File: config.mk
export PLATFORM = sky130hd
export DESIGN_NAME = huffman_ac_decode_ctrl
export DESIGN_NICKNAME = d
export VERILOG_FILES = /design/src/rtl/huffman_ac_decode_ctrl.sv
export SDC_FILE = /design/constraint.sdc
export NUM_CORES = 1
export LEC_CHECK = 0
export CAP_MARGIN = 10
export CORE_MARGIN = 2
export CORE_UTILIZATION = 36
export DETAILED_ROUTE_END_ITERATION = 10
export MAX_ROUTING_LAYER = met4
export PLACE_DENSITY = 0.67
export SLEW_MARGIN = 25
export SYNTH_ARGS = -nofsm -noshare
export SYNTH_HDL_FRONTEND = slang
export SYNTH_SLANG_ARGS = --single-unit
File: constraint.sdc
create_clock -name clk_in -period 3.6 [get_ports clk_in]
set_input_delay 0.72 -clock clk_in [delete_from_list [all_inputs] [get_ports clk_in]]
set_output_delay 0.72 -clock clk_in [all_outputs]
set_load 0.05 [all_outputs]
File: src/rtl/huffman_ac_decode_ctrl.sv
// AC Huffman decode sequencer for one 8x8 block: grows a candidate code bit by bit,
// queries the external LUT, gathers magnitude bits and emits (index, value) events.
module huffman_ac_decode_ctrl #(
  parameter int COEFF_WIDTH  = 12,
  parameter int MAX_CODE_LEN = 16
) (
  input  logic                          clk_in,
  input  logic                          rst_in,
  input  logic                          start_in,
  input  logic                          bit_in,
  input  logic                          bit_valid_in,
  output logic                          bit_ready_out,
  output logic [15:0]                   lut_code_out,
  output logic [4:0]                    lut_len_out,
  output logic                          lut_enable_out,
  input  logic                          lut_valid_in,
  input  logic [4:0]                    lut_codesize_in,
  input  logic [4:0]                    lut_size_in,
  input  logic [4:0]                    lut_run_in,
  output logic                          coeff_valid_out,
  input  logic                          coeff_ready_in,
  output logic [5:0]                    coeff_index_out,
  output logic signed [COEFF_WIDTH-1:0] coeff_value_out,
  output logic                          eob_out,
  output logic                          block_done_out,
  output logic                          error_out,
  output logic                          busy_out
);

  localparam int MW = COEFF_WIDTH - 1;
  localparam logic [COEFF_WIDTH-1:0] C_ONE = {{(COEFF_WIDTH-1){1'b0}}, 1'b1};
  localparam logic [4:0] MAX_LEN_C  = 5'(MAX_CODE_LEN);
  localparam logic [4:0] MAX_SIZE_C = 5'(MW);

  typedef enum logic [2:0] {
    S_IDLE  = 3'd0,
    S_GET   = 3'd1,
    S_LOOK  = 3'd2,
    S_CHECK = 3'd3,
    S_MAG   = 3'd4,
    S_EMIT  = 3'd5,
    S_ERROR = 3'd6
  } state_t;

  state_t                 state_q, state_d;
  logic [15:0]            code_q, code_d;
  logic [4:0]             len_q, len_d;
  logic [5:0]             index_q, index_d;
  logic [4:0]             size_q, size_d;
  logic [MW-1:0]          mag_q, mag_d;
  logic [4:0]             cnt_q, cnt_d;
  logic [COEFF_WIDTH-1:0] value_q, value_d;
  logic                   eob_q, eob_d;
  logic                   done_q, done_d;
  logic                   bit_ready_q, bit_ready_d;
  logic                   lut_enable_q, lut_enable_d;
  logic                   coeff_valid_q, coeff_valid_d;
  logic                   error_q, error_d;
  logic                   busy_q, busy_d;

  logic                   bit_hs_s;
  logic                   coeff_hs_s;
  logic [6:0]             idx_run_s;
  logic [6:0]             idx_zrl_s;
  logic [MW-1:0]          mag_shift_s;
  logic [COEFF_WIDTH-1:0] ext_s;
  logic [COEFF_WIDTH-1:0] msb_sel_s;
  logic [COEFF_WIDTH-1:0] ones_s;
  logic [4:0]             cnt_inc_s;

  // Next-state, datapath updates and registered-output decode.
  always_comb begin
    state_d   = state_q;
    code_d    = code_q;
    len_d     = len_q;
    index_d   = index_q;
    size_d    = size_q;
    mag_d     = mag_q;
    cnt_d     = cnt_q;
    value_d   = value_q;
    eob_d     = eob_q;
    done_d    = 1'b0;

    bit_hs_s    = bit_ready_q & bit_valid_in;
    coeff_hs_s  = coeff_valid_q & coeff_ready_in;
    idx_run_s   = {1'b0, index_q} + {2'b00, lut_run_in};
    idx_zrl_s   = {1'b0, index_q} + 7'd16;
    mag_shift_s = (mag_q << 1) | {{(MW-1){1'b0}}, bit_in};
    ext_s       = {1'b0, mag_shift_s};
    msb_sel_s   = C_ONE << (size_q - 5'd1);
    ones_s      = (C_ONE << size_q) - C_ONE;
    cnt_inc_s   = cnt_q + 5'd1;

    case (state_q)
      S_IDLE, S_ERROR: begin
        if (start_in) begin
          index_d = 6'd1;
          code_d  = 16'd0;
          len_d   = 5'd0;
          eob_d   = 1'b0;
          state_d = S_GET;
        end else begin
          state_d = state_q;
        end
      end
      S_GET: begin
        if (bit_hs_s) begin
          code_d  = {code_q[14:0], bit_in};
          len_d   = len_q + 5'd1;
          state_d = S_LOOK;
        end else begin
          state_d = S_GET;
        end
      end
      S_LOOK: begin
        state_d = S_CHECK;
      end
      S_CHECK: begin
        // A hit whose reported length disagrees with our own is a corrupt table.
        if (lut_valid_in && (lut_codesize_in != len_q)) begin
          state_d = S_ERROR;
        end else if (lut_valid_in) begin
          size_d = lut_size_in;
          code_d = 16'd0;
          len_d  = 5'd0;
          if (lut_size_in == 5'd0) begin
            if (lut_run_in == 5'd0) begin
              eob_d   = 1'b1;
              value_d = {COEFF_WIDTH{1'b0}};
              state_d = S_EMIT;
            end else if (lut_run_in == 5'd15) begin
              if (idx_zrl_s > 7'd63) begin
                state_d = S_ERROR;
              end else begin
                index_d = idx_zrl_s[5:0];
                state_d = S_GET;
              end
            end else begin
              state_d = S_ERROR;
            end
          end else if ((idx_run_s > 7'd63) || (lut_size_in > MAX_SIZE_C)) begin
            state_d = S_ERROR;
          end else begin
            index_d = idx_run_s[5:0];
            mag_d   = {MW{1'b0}};
            cnt_d   = 5'd0;
            state_d = S_MAG;
          end
        end else if (len_q == MAX_LEN_C) begin
          state_d = S_ERROR;
        end else begin
          state_d = S_GET;
        end
      end
      S_MAG: begin
        if (bit_hs_s) begin
          mag_d = mag_shift_s;
          cnt_d = cnt_inc_s;
          if (cnt_inc_s == size_q) begin
            // Leading magnitude bit 0 encodes a negative value: v = m - (2^size - 1).
            if ((ext_s & msb_sel_s) != {COEFF_WIDTH{1'b0}}) begin
              value_d = ext_s;
            end else begin
              value_d = ext_s - ones_s;
            end
            eob_d   = 1'b0;
            state_d = S_EMIT;
          end else begin
            state_d = S_MAG;
          end
        end else begin
          state_d = S_MAG;
        end
      end
      S_EMIT: begin
        if (coeff_hs_s) begin
          eob_d = 1'b0;
          if (eob_q || (index_q == 6'd63)) begin
            done_d  = 1'b1;
            state_d = S_IDLE;
          end else begin
            index_d = index_q + 6'd1;
            state_d = S_GET;
          end
        end else begin
          state_d = S_EMIT;
        end
      end
      default: begin
        state_d = S_IDLE;
      end
    endcase

    bit_ready_d   = (state_d == S_GET) || (state_d == S_MAG);
    lut_enable_d  = (state_d == S_LOOK);
    coeff_valid_d = (state_d == S_EMIT);
    error_d       = (state_d == S_ERROR);
    busy_d        = (state_d != S_IDLE) && (state_d != S_ERROR);
  end

  // State and output registers with synchronous reset.
  always_ff @(posedge clk_in) begin
    if (rst_in) begin
      state_q       <= S_IDLE;
      code_q        <= 16'd0;
      len_q         <= 5'd0;
      index_q       <= 6'd0;
      size_q        <= 5'd0;
      mag_q         <= {MW{1'b0}};
      cnt_q         <= 5'd0;
      value_q       <= {COEFF_WIDTH{1'b0}};
      eob_q         <= 1'b0;
      done_q        <= 1'b0;
      bit_ready_q   <= 1'b0;
      lut_enable_q  <= 1'b0;
      coeff_valid_q <= 1'b0;
      error_q       <= 1'b0;
      busy_q        <= 1'b0;
    end else begin
      state_q       <= state_d;
      code_q        <= code_d;
      len_q         <= len_d;
      index_q       <= index_d;
      size_q        <= size_d;
      mag_q         <= mag_d;
      cnt_q         <= cnt_d;
      value_q       <= value_d;
      eob_q         <= eob_d;
      done_q        <= done_d;
      bit_ready_q   <= bit_ready_d;
      lut_enable_q  <= lut_enable_d;
      coeff_valid_q <= coeff_valid_d;
      error_q       <= error_d;
      busy_q        <= busy_d;
    end
  end

  assign bit_ready_out   = bit_ready_q;
  assign lut_code_out    = code_q;
  assign lut_len_out     = len_q;
  assign lut_enable_out  = lut_enable_q;
  assign coeff_valid_out = coeff_valid_q;
  assign coeff_index_out = index_q;
  assign coeff_value_out = value_q;
  assign eob_out         = eob_q;
  assign block_done_out  = done_q;
  assign error_out       = error_q;
  assign busy_out        = busy_q;

endmodule

# Yosys cells after proc, flatten, opt, wreduce, memory -nomap -nowiden
# Index checks and enable logic that the tools add are counted.
# Widths: inputs -> output; s select.
dict set report word_totals {
  inputBits 22
  out_inout_bits 46
  reg_bits 69
  word_cells 156
}
dict set report op_classes {
  reduce_logical 22
  n_shift 2
  mux 66
  n_addsub 8
  magnitude_cmp 3
  n_eq_ne 33
  bitwise 7
}
# operator n
set ops {}
lappend ops {{$mux 12} 7}
lappend ops {{$mux 16} 4}
lappend ops {{$mux 6} 10}
lappend ops {{$mux 10} 5}
lappend ops {{$pmux 16 s3} 1}
lappend ops {{$mux 5} 9}
lappend ops {{$mux 3} 10}
lappend ops {{$ne 2x2->1 const B} 12}
lappend ops {{$pmux 12 s2} 1}
lappend ops {{$shl 1x5->12 const A} 2}
lappend ops {{$pmux 10 s2} 1}
lappend ops {{$eq 3x3->1 const B} 6}
lappend ops {{$pmux 3 s6} 1}
lappend ops {{$pmux 6 s3} 1}
lappend ops {{$ne 3x3->1 const B} 5}
lappend ops {{$pmux 5 s3} 1}
lappend ops {{$gt 7x6->1 const B} 2}
lappend ops {{$and 11x12->12} 1}
lappend ops {{$reduce_bool 12->1} 1}
lappend ops {{$sub 11x12->12} 1}
lappend ops {{$sub 12x1->12 const B} 1}
lappend ops {{$mux 1} 11}
lappend ops {{$or 11x1->11} 1}
lappend ops {{$add 5x1->5 const B} 2}
lappend ops {{other kinds (32)} 45}

# Logic depth before layout (Yosys ltp)
# Gate-level depths: netlist (run 1).
dict set report depth {
  ltp_word 11
  ltp_mapped 14
  mapped_depth_nobuf 13
}

# Least setup slack after synthesis (run 1)
# No wires, ideal clock.
dict set report synth_timing {
  path_type {register to register}
  startpoint {reg size_q[4]}
  endpoint {reg value_q[11] (netlist: coeff_value_out[11])}
  arrival_ps 2920
  required_ps 3482
  setup_time_ps 118
  path_stages_with_launch 15
  path_buffers 1
  slack_ps 561
  period_less_slack_ps 3039
  path_cell_list {dfxtp_1 -> clkbuf_1 -> nor2_1 -> and3_1 -> nor2b_1 -> ha_1 -> inv_1 -> ha_1 -> fa_1 -> a211oi_1 -> o21ai_0 -> a221oi_1 -> o21ai_0 -> xnor2_1 -> o21ai_1}
}
dict set report synth_between {
  elab_chain_cells 8
  word_cells_on_any_way 14
  cone_classes {add/sub (3); eq/ne (2); shift (2); mux (4); bitwise (1); reduce/logical (2)}
}
# element line
set synth_lines {}
lappend synth_lines {{start, declared} 49} ;# logic [4:0] size_q, size_d;
lappend synth_lines {{start signal, assigned} 224} ;# size_q <= size_d;
lappend synth_lines {{branches (longest 8 deep; another with $sub 12x1->12)} n/a}
lappend synth_lines {{end signal, assigned} 211} ;# value_q <= {COEFF_WIDTH{1'b0}};
lappend synth_lines {{end signal, assigned} 227} ;# value_q <= value_d;
lappend synth_lines {{end, declared} 52} ;# logic [COEFF_WIDTH-1:0] value_q, value_d;
# Several ways; the timed one is not identified. The select of a mux whose other input is x is not followed.
# A chain may end at the register's enable or synchronous reset.

# Final worst setup path (run 1)
dict set report layout_timing {
  startpoint {reg size_q[3]}
  endpoint {reg value_q[11] (netlist: coeff_value_out[11])}
}
# Same word-level chain as after synthesis.

==> results of run 1 <==
## flip-flops by register name, indices dropped and copies added (netlist names), 3 cells and up
signal / flops
state_q: 3
coeff_index_out: 6
lut_len_out: 5
size_q: 5
mag_q: 10
cnt_q: 5
lut_code_out: 16
coeff_value_out: 12
## worst max-delay path by stage
| stage | start | endpoint | slack, ns | cells after the start |
|---|---|---|---|---|
| after floorplan | size_q[4]$_SDFFE_PP0P_ | coeff_value_out[11]$_SDFFE_PP0P_ | 0.56 | 14 |
| after global placement | bit_in | coeff_value_out[11]$_SDFFE_PP0P_ | 0.19 | 10 |
| after detailed placement | bit_in | coeff_value_out[11]$_SDFFE_PP0P_ | 0.15 | 10 |
| final | size_q[3]$_SDFFE_PP0P_ | coeff_value_out[11]$_SDFFE_PP0P_ | 0.27 | 13 |
| after global routing | size_q[3]$_SDFFE_PP0P_ | coeff_value_out[11]$_SDFFE_PP0P_ | 0.003 | 13 |
| after CTS | size_q[2]$_SDFFE_PP0P_ | coeff_value_out[11]$_SDFFE_PP0P_ | 0.24 | 13 |
## report_power, final
part           leakage, nW  total [W]  internal [W]  switching [W]
registers            0.558   0.000802      0.000777      0.0000256
logic                 1.25   0.000249     0.0000943       0.000155
clock network        0.147   0.000937      0.000602       0.000336
## final cells by class
class	instances	area, µm²	area share
Clock buffer	9	225.2	0.04016
Clock inverter	6	88.84	0.01584
Inverter	16	60.06	0.01071
Multi-Input combinational cell	418	2900	0.5172
Sequential cell	69	1383	0.2465
Tap cell	168	210.2	0.03748
Timing Repair Buffer	77	740.7	0.1321
## metal layers
metal	up-vias	part of all wire	global-route usage
met3	18	0.045	0.04533
met2	108	0.47	0.2957
met4	0	0.017	0.06827
met1	1922	0.47	0.2484
met5	-	0	-
li1	2082	-	-
## worst max-delay path, cell delays in order (launching register included)
cell and delay, ns:
dfxtp_1 0.48, nor2_1 0.10, and3_1 0.23, nor2b_1 0.14
ha_1 0.28, inv_1 0.04, ha_1 0.23, fa_1 0.44
a211oi_1 0.29, o21ai_0 0.15, a221oi_1 0.38, o21ai_0 0.20
xnor2_1 0.18, o21ai_1 0.08
## metrics by stage
| step | utilization | total power [W] | cells |
|---|---|---|---|
| final | 0.4649 | 0.001989 | 763 |
| after CTS | 0.4646 | 0.002010 | 763 |
| after floorplan | - | 0.0009718 | 527 |
| after global routing | 0.4649 | 0.002067 | 763 |
| after detailed placement | 0.4386 | 0.001063 | 748 |
| after global placement | 0.4386 | 0.001056 | 748 |
## what timing repair did
action | CTS | global route
gates resized for setup | 0 | 1
endpoints found under the setup margin | 0 | 1
endpoints found under the hold margin | 0 | 0
## synth_stat cells (3+ instances only)
library cell  instances  share of area
nor4_1                3         0.0042
nor3_1               11          0.012
o21ai_0              14          0.016
ha_1                 32          0.090
nand3b_1              3         0.0051
xnor2_1              19          0.037
o2111ai_1             3         0.0059
and3_1                5         0.0070
or2_1                 6         0.0084
o221ai_1              3         0.0059
o21bai_1              4         0.0067
nor3b_1               4         0.0067
nand4_1               9          0.013
mux2i_1              16          0.036
or2_2                 5         0.0070
a21o_1                3         0.0051
inv_1                15          0.013
nor2_1               48          0.040
dfxtp_1              69           0.31
a221oi_1              6          0.012
o21ai_1               8         0.0090
nand2b_1              4         0.0056
buf_2                 7         0.0079
a211oi_1              8          0.013
xor2_1               10          0.020
a22oi_1              18          0.030
clkbuf_1             13          0.011
o211ai_1              4         0.0067
nor2b_1               7         0.0098
nand2_1              45          0.038
or3_1                 7         0.0098
o311a_1               3         0.0067
nand3_1              17          0.019
a21oi_1              41          0.046
## kinds of logic after synthesis
group	Yosys count	share of synthesized area
flops	69	0.3102
mux	19	0.04608
fa+ha+maj	34	0.09890
xor+xnor	29	0.05704
buf+inv	40	0.03905
compound gates	143	0.2231
simple gates	193	0.2256
## cells in the final DEF (no fill, tap or decap), types with 6 or more instances in the layout
master and instances:
or2_1 6, a221oi_1 6, dfxtp_1 68, nand3_1 17, nor3_1 11, clkdlybuf4s50_1 66
inv_1 15, or3_1 7, xnor2_1 19, nor2_1 47, nor2b_1 7, ha_1 32
o21ai_0 14, buf_4 10, nand2_1 45, a21oi_1 41, mux2i_1 16, a22oi_1 18
clkbuf_16 9, nand4_1 9, xor2_1 10, a211oi_1 8, o21ai_1 8
==> metrics, run 1 <==
outcome completed; Hold Path Class reg -> reg; GR Overflow Total 0; I/O Pins between 60 and 70; Main synth FF type dfxtp_1; post-synthesis cell type count 78; Least-Margin Pin Slew a little under 0.9 ns; setup violators final 0; Worst VDD drop 0.2200 mV; dpl ws between 0.15 and 0.2 ns; drt initial violations ~360; Gate Count Post-Synth 527; vias per cell 5.413; area delta synth->final 25.93%; Max clock buf depth 2; Worst Hold End coeff_value_out[5]$_SDFFE_PP0P_; initial antenna violation count 0; worst hold slack about 0.45 ns; Post-Synthesis Cell Area 0.004453 mm²; reg2reg path depth 13; Clock Root Buffer clkbuf_16; hold_buf cts 0; drt first pass iters 5; f_max 0.3002 GHz; via count between 4k and 5k; CP Max Fanout 8; Max-cap violations 0; Routed WL 12030 µm; Die X between 100 and 150 µm; TNS Setup 0 ns; Startpoint Class flip-flop; worst hold path depth 2; Sink Count slightly below 70; Critical Path RT approximately 3.8 ns; number of port buffers 67; Synth Warn # 0; EDFF count, synth 0; Worst-Skew Late Latency about 0.34 ns; pin count of the biggest net entering global routing 56; num rows 40; Setup CP Type reg -> reg; sequential element share of the synthesized area 0.3102; Synth Net Count 583; post-route minimum period 3.331 ns; Max Slew Vio Count 0; die area approximately 0.013 mm²; Starting Density 0.3692; first-pass GRT wire length a little under 20000 µm; WP data arrival 3.56 ns; final hold violations 0; Post-DRT Antenna Nets 0; core area approximately 0.012 mm²; Placed Instance Area between 0.005 and 0.006 mm²; clk slew on worst S/H paths around 0.050 ns; # fillers 1159; TritonCTS clock tree done; RR Endpoint coeff_value_out[11]$_SDFFE_PP0P_; vias in the first global route roughly 3.9k; Tcrit/Tclk final 0.9254; PnR worst setup slack 0.2685 ns; RSZ-0062 raised after global routing no; finished layout cell area 0.005608 mm²; TritonCTS buffer count 9; Post-CTS Setup Bufs 0; reg2reg start size_q[3]$_SDFFE_PP0P_; final HPWL from detailed placement around 9000 µm; HP Start coeff_value_out[5]$_SDFFE_PP0P_; Final #Nets roughly 650; Mapped Avg Cell Area ~8.4 µm²; Async SR Flop Fraction 0; R2R Setup Slk approximately 0.27 ns; clk_skew 0.007540 ns; antenna diode count 0; Clock H-tree levels 3; Worst slew margin 0.4113; proportion of layout cells with a drive suffix above 1 0.09076; DRC errors left 0; routed length per instance approximately 16 µm; Leak approximately 2.0 nW; Pwr Density ~350 mW/mm²; gr usage total 0.1927; synthesized flop and latch total 69; Die Y approximately 120 µm; Final GP Congestion 0.9031; Setup crit end kind flip-flop
(Power assumes the default switching activity.)
==> inputs of run 2 (changes only) <==
REMOVE_ABC_BUFFERS = 1   (was default)
==> run 2 against run 1 <==
Against the previous run:
- hold slack got worse by 0.00050 ns
- global-route usage up 0.13 points
- clock skew grew 0.00065 ns
==> metrics, run 2 (synthesis results as in run 1) <==
Sink Count 69; commonest non-fill, non-tap cell in the layout dfxtp_1; Hold Path Class reg -> reg; initial antenna violation count 0; antenna diode count 0; drt first pass iters 6; FF/Latch Area ~0.0014 mm²; critical path depth 12; gr usage total 0.1941; post-cts resize count 0; Cell Int Power about 0.0014 W; proportion of layout cells with a drive suffix above 1 0.08878; Startpoint Class flip-flop; Final GP Congestion between 0.8 and 0.9; clk_skew 0.008189 ns; pin count of the biggest net entering global routing between 50 and 60; reg2reg start size_q[2]$_SDFFE_PP0P_; vias in the first global route 4095; core area about 0.012 mm²; num rows 40; Final #Nets 650; Worst-Skew Late Latency about 0.34 ns; Tcrit/Tclk final 0.8969; via count 4153; sw frac 0.2594; Max Slew Vio Count 0; I/O Pins roughly 70; number of flip-flops in the largest register 16; number of port buffers 67; Clock H-tree levels 3; most frequent cells in the layout dfxtp_1 (69), clkdlybuf4s50_1 (66), nor2_1 (47), nand2_1 (45), a21oi_1 (41); Seq pwr share 0.419; RR Endpoint coeff_value_out[11]$_SDFFE_PP0P_; clock share of power 0.454; TritonCTS clock tree done; Post-DRT Antenna Nets 0; routed length per instance 15.44 µm; Max-cap violations 0; drt initial violations 240; Routed WL 11810 µm; CP max stage delay roughly 0.44 ns; Gate power share 0.128; switching power total between 0.0004 and 0.0005 W; Post-CTS Setup Bufs 0; Clock Root Buffer clkbuf_16; DRC errors left 0; Least-Margin Pin Slew ~1.0 ns; post-route minimum period between 3 and 4 ns; Critical Path RT 3.83 ns; R2R Setup Slk 0.37 ns; TritonCTS buffer count 9; Post-Layout Cell Count ~770; Setup CP Type reg -> reg; HP Start coeff_value_out[7]$_SDFFE_PP0P_; Die Y between 100 and 150 µm; CP delay by family, top compound AO/OA/AOI/OAI gates; WP data arrival around 3.5 ns; Worst VDD drop 0.1975 mV; slowest CP cell fa_1; clk slew on worst S/H paths 0.05 ns; area delta synth->final 25.68%; first-pass GRT wire length approximately 20000 µm; Max clock buf depth 2; Leak 1.965 nW; hold_buf cts 0; CP Max Fanout 9; CP Cell Sequence buf_4 -> nor4_1 -> nand2b_1 -> ha_1 -> ha_1 -> fa_1 -> a211oi_1 -> o21ai_0 -> a221oi_1 -> o21ai_0 -> xnor2_1 -> o21ai_1; outcome completed; Worst setup endpoint coeff_value_out[11]$_SDFFE_PP0P_; f_max between 0.3 and 0.4 GHz; final hold violations 0; RSZ-0062 raised after global routing no; Critical Path Start size_q[2]$_SDFFE_PP0P_; die area ~0.013 mm²; Pwr Density 342.1 mW/mm²; final HPWL from detailed placement about 8800 µm; TNS Setup 0 ns; vias per cell between 5 and 6; reg2reg path depth 12; PnR worst setup slack between 0.3 and 0.4 ns; # fillers between 1k and 1.5k; setup violators final 0; area of the multi-input gates 0.002900 mm²; Setup crit end kind flip-flop; Worst slew margin 0.3286; GR Overflow Total 0; Final Util 0.4640; Starting Density 0.3692; buffers and inverters on the worst path 1; dpl ws roughly 0.17 ns; Die X roughly 120 µm; Inst Count DP ~750
## run 2: changes by cell type in the layout (fill, tap and decap cells not counted), sizes merged
cell and change:
buf +3, clkbuf +3, clkinvlp -2, bufinv -1, clkinv -1
## run 2: how the worst min path moves through the flow
stage / depth (start not counted) / to / slack [ns]
floorplan: 2 / cnt_q[1]$_SDFFE_PP0P_ / 0.44
global placement: 2 / coeff_value_out[6]$_SDFFE_PP0P_ / 0.44
detailed placement: 2 / coeff_value_out[8]$_SDFFE_PP0P_ / 0.44
CTS: 2 / coeff_value_out[6]$_SDFFE_PP0P_ / 0.45
global route: 2 / coeff_value_out[6]$_SDFFE_PP0P_ / 0.47
finish: 2 / coeff_value_out[7]$_SDFFE_PP0P_ / 0.45
## run 2: stage by stage
| stage | area [µm²] | hold WS, ns | total power, W |
|---|---|---|---|
| floorplan | 4339 | 0.4431 | 0.0009597 |
| global placement | 5313 | 0.4407 | 0.001056 |
| detailed placement | 5313 | 0.4444 | 0.001061 |
| CTS | 5594 | 0.4511 | 0.001931 |
| global route | 5597 | 0.4701 | 0.001986 |
| finish | 5597 | 0.4488 | 0.001914 |
## run 2: power by group through the flow
stage / logic, W / registers [W] / clock network (W)
2_1_floorplan: 0.000113 / 0.000846 / 0
3_3_place_gp: 0.000239 / 0.000817 / 0
3_5_place_dp: 0.000243 / 0.000818 / 0
4_1_cts: 0.000244 / 0.000801 / 0.000887
5_1_grt: 0.000268 / 0.000804 / 0.000915
6_report: 0.000245 / 0.000801 / 0.000869
## run 2: area by class of cell
| class | instances | share of cell area |
|---|---|---|
| multi-input cells | 418 | 0.5182 |
| flip-flops and latches | 69 | 0.2468 |
| repair buffers | 80 | 0.1364 |
| clock buffers | 12 | 0.04404 |
| well taps | 168 | 0.03756 |
| inverters | 16 | 0.01073 |
| clock inverters | 2 | 0.006260 |
## run 2: worst min-delay path, stage by stage, from the launching register on
cell     delay [ns]
dfxtp_1        0.31
nand2_1        0.05
o21ai_1        0.05
## run 2: per-layer routing
| metal | up-vias | wire length, µm | track usage |
|---|---|---|---|
| li1 | 2086 | - | - |
| met4 | 0 | 262 | 0.09157 |
| met5 | - | 0 | - |
| met1 | 1945 | 5502 | 0.2438 |
| met2 | 106 | 5409 | 0.3000 |
| met3 | 16 | 636 | 0.03795 |
==> inputs of run 3 (changes only) <==
clock period = 3.26 ns   (was 3.6 ns; I/O delays follow)
==> run 3 against run 2 <==
Against the previous run:
- flip-flop and latch count stayed put
- critical endpoint is now coeff_value_out[9]$_SDFFE_PP0P_
- non-clock buffer count is 7 higher
- hold slack got worse by 0.0025 ns
- highest routed layer unchanged
- via count grew 2.2%
- sequential share of layout area shrank 0.25 points
- sequential power rose by 10%
- count of clock-buffer cells in the layout is 2 lower
- total power is 6.8% higher
==> metrics, run 3 (synthesis results as in run 1) <==
outcome completed; Tcrit/Tclk final 0.9223; num rows 40; Sink Count slightly below 70; Leak approximately 2 nW; R2R Setup Slk 0.25 ns; Max clock buf depth 2; Startpoint Class flip-flop; Worst-Skew Late Latency 0.35 ns; final HPWL from detailed placement about 8900 µm; pin count of the biggest net entering global routing 56; proportion of layout cells with a drive suffix above 1 0.1089; Setup crit end kind flip-flop; Hold Path Class reg -> reg; drt initial violations 303; GR Overflow Total 0; TritonCTS clock tree done; most frequent cells in the layout dfxtp_1 (69), clkdlybuf4s50_1 (66), nor2_1 (47), nand2_1 (45), a21oi_1 (41); f_max between 0.3 and 0.4 GHz; RSZ-0062 raised after global routing no; I/O Pins just under 70; die area 0.01328 mm²; Setup CP Type reg -> reg; area delta synth->final 26.97%; TNS Setup 0 ns; initial antenna violation count 0; setup violators final 0; TritonCTS buffer count 9; clk_skew approximately 0.0097 ns; Routed WL between 10000 and 15000 µm; Die Y 115.2 µm; number of port buffers 67; Critical Path RT between 3 and 4 ns; via count around 4.2k; Final Util 0.4688; routed length per instance 15.45 µm; post-route minimum period about 3.0 ns; finished layout cell area around 0.0057 mm²; post-cts resize count 0; hold_buf cts 0; clk slew on worst S/H paths roughly 0.05 ns; vias in the first global route around 4.0k; dpl ws approximately 0.0044 ns; Least-Margin Pin Slew 0.7735 ns; Worst VDD drop slightly below 0.4 mV; Die X approximately 120 µm; drt first pass iters 4; Worst slew margin 0.4840; first-pass GRT wire length 19690 µm; final hold violations 0; gr usage total 0.1921; vias per cell 5.484; commonest non-fill, non-tap cell in the layout dfxtp_1; Final #Nets around 660; CP Cell Sequence nor2_1 -> and3_1 -> nor2b_1 -> ha_1 -> inv_1 -> ha_1 -> fa_1 -> a211oi_2 -> o21ai_0 -> a221oi_2 -> buf_4 -> xnor2_1 -> mux2i_1 -> o21ai_1; Pwr Density about 360 mW/mm²; Post-CTS Setup Bufs 0; Starting Density 0.3692; Max Slew Vio Count 0; core area 0.01206 mm²; Power Total a little over 0.002 W; PnR worst setup slack 0.2532 ns; Max-cap violations 0; most frequent CP cell ha_1; WP data arrival ~3.3 ns; Placed Instance Area 0.005365 mm²; number of flip-flops in the largest register 16; slowest CP cell dfxtp_1; Post-DRT Antenna Nets 0; CP max stage delay between 0.4 and 0.5 ns; DRC errors left 0; Final GP Congestion about 0.9; Clock H-tree levels 3; Clock Root Buffer clkbuf_16; CP Max Fanout 6; antenna diode count 0
run 3: critical path, delay by kind of cell (launching register included):
family                     cells  cell delay (ns)
adders and majority gates      3             0.92
DFF                            1             0.42
and+or+nand+nor                3             0.44
muxes                          1             0.08
xor gates and xnor gates       1             0.10
AOI/OAI and AO/OA              4             0.77
buffers and inverters          2             0.20
run 3: metal layers:
layer,up-vias,part of all wire,GRT usage
li1,2101,-,-
met4,0,0.016,0.07229
met3,13,0.043,0.03637
met5,-,0,-
met2,108,0.47,0.2953
met1,2023,0.47,0.2509
run 3: where the power goes:
part           leakage (nW)  switching, W  internal [W]
Sequential            0.557     0.0000273      0.000858
Combinational          1.31      0.000166      0.000105
Clock                 0.132      0.000376      0.000512
run 3: final timing paths:
| path | from | endpoint | cells after the start |
|---|---|---|---|
| worst min register to register | coeff_value_out[8]$_SDFFE_PP0P_ | coeff_value_out[8]$_SDFFE_PP0P_ | 2 |
| worst max-delay path | size_q[4]$_SDFFE_PP0P_ | coeff_value_out[9]$_SDFFE_PP0P_ | 14 |
| worst max register to register | size_q[4]$_SDFFE_PP0P_ | coeff_value_out[9]$_SDFFE_PP0P_ | 14 |
| worst min-delay path | coeff_value_out[8]$_SDFFE_PP0P_ | coeff_value_out[8]$_SDFFE_PP0P_ | 2 |
run 3: metrics by stage:
| stage | hold slack (ns) | instances |
|---|---|---|
| after floorplan | 0.4431 | 503 |
| after global placement | 0.4411 | 758 |
| after detailed placement | 0.4439 | 758 |
| after CTS | 0.4510 | 774 |
| after global routing | 0.4757 | 774 |
| final | 0.4463 | 774 |
run 3: final cells by class:
type | count | area [µm²]
clock buffer | 10 | 229.0
fill | 1182 | 6407
tap | 168 | 210.2
timing repair buffer | 87 | 815.8
inverter | 16 | 60.06
multi-input combinational | 418 | 2918
sequential | 69 | 1381
clock inverter | 6 | 40.04
